`src/rtl/mod11_ctrl_pkg.sv`:
```
// Shared definitions for the mod-11 counter load arbiter: FSM encoding,
// default terminal count / wrap count, and a small one-hot helper.
package mod11_ctrl_pkg;

  typedef enum logic [1:0] {
    IDLE = 2'd0,
    LOAD = 2'd1,
    RUN  = 2'd2,
    DONE = 2'd3
  } state_t;

  localparam int MAX_COUNT_DEF = 10;
  localparam int RUN_WRAPS_DEF = 1;

  function automatic logic [1:0] onehot2(input logic idx);
    return idx ? 2'b10 : 2'b01;
  endfunction

endpackage

```
`src/rtl/rr_arb2.sv`:
```
// Two-requester round-robin picker: on contention the requester that was
// served last loses; a lone requester always wins.
module rr_arb2 (
  input  logic [1:0] req,
  input  logic       last,
  output logic       sel
);

  always_comb begin
    sel = 1'b0;
    if (req == 2'b11) sel = ~last;
    else if (req[1])  sel = 1'b1;
  end

endmodule

```
`src/rtl/mod11_load_arbiter.sv`:
```
// Arbitrates two requesters for an external mod-(MAX_COUNT+1) counter: loads the
// winner's start value, counts RUN_WRAPS terminal counts, then reports completion.
module mod11_load_arbiter
  import mod11_ctrl_pkg::*;
#(
  parameter int MAX_COUNT = MAX_COUNT_DEF,
  parameter int RUN_WRAPS = RUN_WRAPS_DEF
) (
  input  logic       clk,
  input  logic       rst,
  input  logic [1:0] req,
  input  logic [3:0] ld0,
  input  logic [3:0] ld1,
  input  logic       abort,
  input  logic [3:0] count,
  output logic [3:0] ld,
  output logic       ld_enb,
  output logic [1:0] gnt,
  output logic [1:0] done,
  output logic       err,
  output logic       busy,
  output logic       owner
);

  localparam logic [3:0] MAX4   = 4'(MAX_COUNT);
  localparam logic [3:0] WRAPS4 = 4'(RUN_WRAPS);

  state_t     state;
  logic       last;
  logic [3:0] wraps;
  logic       sel;
  logic [3:0] sel_val;
  logic       tc;

  rr_arb2 u_rr (
    .req  (req),
    .last (last),
    .sel  (sel)
  );

  assign sel_val = sel ? ld1 : ld0;
  assign tc      = (count == MAX4);

  // A grant is withheld for one cycle after a gnt or err pulse so that a
  // request still held high can never stretch either pulse past one cycle.
  always_ff @(posedge clk or negedge rst) begin
    if (!rst) begin
      state  <= IDLE;
      last   <= 1'b1;
      wraps  <= 4'd0;
      ld     <= 4'd0;
      ld_enb <= 1'b0;
      gnt    <= 2'b00;
      done   <= 2'b00;
      err    <= 1'b0;
      busy   <= 1'b0;
      owner  <= 1'b0;
    end else begin
      gnt    <= 2'b00;
      done   <= 2'b00;
      err    <= 1'b0;
      ld_enb <= 1'b0;
      case (state)
        IDLE: begin
          if (req != 2'b00 && gnt == 2'b00 && !err) begin
            gnt <= onehot2(sel);
            if (sel_val <= MAX4) begin
              ld     <= sel_val;
              ld_enb <= 1'b1;
              owner  <= sel;
              busy   <= 1'b1;
              wraps  <= 4'd0;
              state  <= LOAD;
            end else begin
              err  <= 1'b1;
              last <= sel;
            end
          end
        end
        LOAD: begin
          if (abort) begin
            err   <= 1'b1;
            busy  <= 1'b0;
            last  <= owner;
            state <= IDLE;
          end else begin
            state <= RUN;
          end
        end
        RUN: begin
          // Abort outranks a terminal count arriving in the same cycle.
          if (abort) begin
            err   <= 1'b1;
            busy  <= 1'b0;
            wraps <= 4'd0;
            last  <= owner;
            state <= IDLE;
          end else if (tc) begin
            if (wraps + 4'd1 == WRAPS4) begin
              wraps <= 4'd0;
              state <= DONE;
            end else begin
              wraps <= wraps + 4'd1;
            end
          end
        end
        DONE: begin
          done  <= onehot2(owner);
          busy  <= 1'b0;
          last  <= owner;
          state <= IDLE;
        end
        default: state <= IDLE;
      endcase
    end
  end

endmodule

```
`config.mk`:
```
export PLATFORM = sky130hd
export DESIGN_NAME = mod11_load_arbiter
export DESIGN_NICKNAME = d
export VERILOG_FILES = /design/src/rtl/mod11_ctrl_pkg.sv /design/src/rtl/rr_arb2.sv /design/src/rtl/mod11_load_arbiter.sv
export SDC_FILE = /design/constraint.sdc
export NUM_CORES = 1
export LEC_CHECK = 0
export ABC_AREA = 1
export BUFFER_PORTS_ARGS = -buffer_cell sky130_fd_sc_hd__buf_4
export CAP_MARGIN = 20
export CORE_MARGIN = 4
export CORE_UTILIZATION = 50
export CTS_CLUSTER_SIZE = 8
export DETAILED_ROUTE_END_ITERATION = 8
export GPL_TIMING_DRIVEN = 0
export MAX_ROUTING_LAYER = met4
export PLACE_DENSITY_LB_ADDON = 0.3
export SLEW_MARGIN = 30
export SYNTH_ARGS = -nofsm -noshare
export SYNTH_HDL_FRONTEND = slang
export SYNTH_SLANG_ARGS = --single-unit
```
`constraint.sdc`:
```
create_clock -name clk -period 2.25 [get_ports clk]
set_input_delay 0.225 -clock clk [delete_from_list [all_inputs] [get_ports clk]]
set_output_delay 0.225 -clock clk [all_outputs]
set_load 0.1 [all_outputs]
```
==> impl_metrics.ini <==
[synth]
synthCells = 143
synth_top_area_cell = dfrtp_1
yosys-top-cells-area = dfrtp_1, nand2_1, ha_1
synthesis.nets = 168
ys_types = 23
syn-cell-area_um2 = 1150
ys_seq_area_share_pct = 41.4
syn_area_per_cell_um2 = 8.06
ys_ff_latch = 19
yosysTopAreaCellShare_pct = 39.1
yosysWarningCount = 0

[finish]
final_nets = 202
area_delta_synth_final_pct = 24.4
finalNonFillerCells = 204
n_antenna_cell = 0
drive_above_1_share_pct = 27.3
finalInstanceArea_um2 = 1430

[pwr]
p_leak_nw = 0.792
sequentialPowerShare_pct = 24.9
power_switching_mw = 1.25
switching_share_pct = 59.0
p_int_mw = 0.870
comb_power_share_pct = 67.0
power.density_nw_per_um2 = 1480
pwr-share-clk_pct = 8.1
p_total_mw = 2.12
vdd_drop_max_uv = 836

[global_routing]
gr-total-overflow = 0
grt_pass1_vias = 948
grt_start_max_net_pins = 20
grt_antenna_before_repair = 0
grt_use_total_pct = 16.2
grt_pass1_wl_um = 4040

[placement]
gp_congestion = 0.872
hpwl_um = 1820
portBuffers = 28
post_dp_cell_area_um2 = 1400
dp.cells = 199

[sta]
fin_crit_ns = 1.70
max_freq_mhz = 590
finalHoldViolCount = 0
skew_ns = 0.00600
drv_slew = 0
setup_viol = 0
worstMarginPinSlew_ns = 0.355
max_slew_margin_pct = 76.3
rsz0062_at_grt = no
min_period_over_period_pct = 75.4
setup_tns_ns = 0

[cts]
clock_path_buffers = 2
h-tree-depth = 1
numCtsBuffers = 3
cts_resized = 0
clkLatencyLatePin_ns = 0.29
clkSinkCount = 19
clk_pin_slew_ns = 0.11
cts_root_buf = clkbuf_4
cts_tree = done

[die]
io_pins = 29
initial_core_util_pct = 52.1
num_rows = 17
dieArea_um2 = 3140
chipHeight_um = 56.0
core_area_um2 = 2210
die_w_um = 56.0

[route]
drt-initial-drc-count = 27
num_vias = 1014
first_pass_iters = 4
vias_per_cell = 4.97
drcViolationCount = 0
antenna_left = 0
wl_per_cell_um = 11.6
drt_wl_total_um = 2370

[critical_path]
crit_slowest_cell = dfrtp_1
worstPathArrival_ns = 1.89
cp.required_ns = 2.44
cpPeakStageDelay_ns = 0.44
critPathLaunchType = flip-flop
worst-path-max-fanout = 6
timing.reg2reg.setup_slack_ns = 0.55
path_cells = inv_1, ha_1, inv_1, a22oi_2, nand3_4, nand2_1, nand2_1
r2r_cells = 7
crit_path_end_kind = flip-flop
critical_path_class = reg2reg

[outcome]
status = finished, final reports clean

[run]
drv_cap = 0

[min_path]
whs_path_depth = 2
hp-class = in2reg
cells by family (layout without fill, tap and decap cells):
group | Yosys count | after routing | synth area share [%]
AND/OR/NAND/NOR | 86 | 86 | 37.3
flip-flops | 19 | 19 | 41.4
buffers and inverters | 19 | 52 | 6.41
AO/OA/AOI/OAI | 11 | 11 | 6.19
adder cells (fa/ha/maj) | 8 | 8 | 8.69
path summary, 6_finish.rpt:
kind,startpoint,endpoint
worst min-delay path,req[1],gnt[0]
min in group asynchronous,rst,wraps[2]
max in group asynchronous,rst,last
worst max-delay path,state[0],wraps[1]
worst min register to register,last,last
worst max register to register,state[0],wraps[1]
state kept, by name (all words and copies together), names as in the netlist:
name    count
ld          4
done        2
gnt         2
owner       1
wraps       4
ld_enb      1
busy        1
err         1
state       2
last        1
worst max-delay path, delay by kind of cell (launching register included):
family | cells | cell delay [ns]
adder cells (fa/ha/maj) | 1 | 0.31
AO/OA/AOI/OAI | 1 | 0.34
flip-flops | 1 | 0.44
buffers and inverters | 2 | 0.25
AND/OR/NAND/NOR | 3 | 0.26
placed cells by master (no fill, tap or decap), types with 2 or more instances in the layout:
master / instances
ha_1: 8
nand2_1: 48
nand3_4: 2
dfrtp_1: 18
a21oi_1: 3
buf_4: 28
nor3_1: 2
o21ai_1: 3
clkbuf_4: 3
nor2_1: 9
nand2_4: 4
inv_1: 17
nand3_1: 7
nand4_1: 8
nand2_2: 4
power by group through the flow:
stage                     clock, mW  sequential, mW  combinational, mW
after floorplan                   0            1.12              0.548
after global placement            0           0.531               1.39
after detailed placement          0           0.535               1.42
after CTS                     0.176           0.528               1.43
after global routing          0.188           0.543               1.52
final                         0.171           0.529               1.42
synth_stat cells:
cell type / count
nor3_1: 2
o21ai_1: 3
nor2_1: 9
nand3_1: 7
nand3_4: 2
dfstp_2: 1
o21ai_2: 1
nor2_2: 1
nand2_4: 4
nand4_1: 8
a22oi_1: 1
nand2_2: 4
a22oi_2: 1
a21oi_1: 3
nand3_2: 1
o21ai_0: 1
inv_4: 1
inv_1: 17
dfrtp_1: 18
o21bai_1: 1
nand2_1: 48
ha_1: 8
inv_2: 1
per-layer routing:
metal,track usage [%],up-vias,wire length [µm]
met2,27.4,25,1170
met1,19.5,464,1060
li1,-,523,-
met4,4.41,0,13
met5,-,-,0
met3,3.25,2,139
through the flow:
step | hold slack, ns | worst slack [ns] | util [%]
2_1_floorplan | -0.0706 | 0.468 | -
3_5_place_dp | 0.113 | 0.562 | 63.2
4_1_cts | 0.145 | 0.546 | 64.8
6_report | 0.157 | 0.555 | 64.8
3_3_place_gp | 0.110 | 0.642 | 63.2
5_1_grt | 0.152 | 0.381 | 64.8
cell type report:
cell class,instances,area [µm²]
sequential,19,477
timing repair buffer,29,220
multi-input combinational,105,602
inverter,19,73.8
clock buffer,4,26.3
fill,201,778
tap,28,35.0
what timing repair did:
| action | CTS | global route |
|---|---|---|
| buffers inserted | 0 | 0 |
| endpoints found under the hold margin | 18 | 0 |
| hold buffers | 1 | 0 |
| setup endpoints to repair | 0 | 0 |
(Power assumes the default switching activity.)
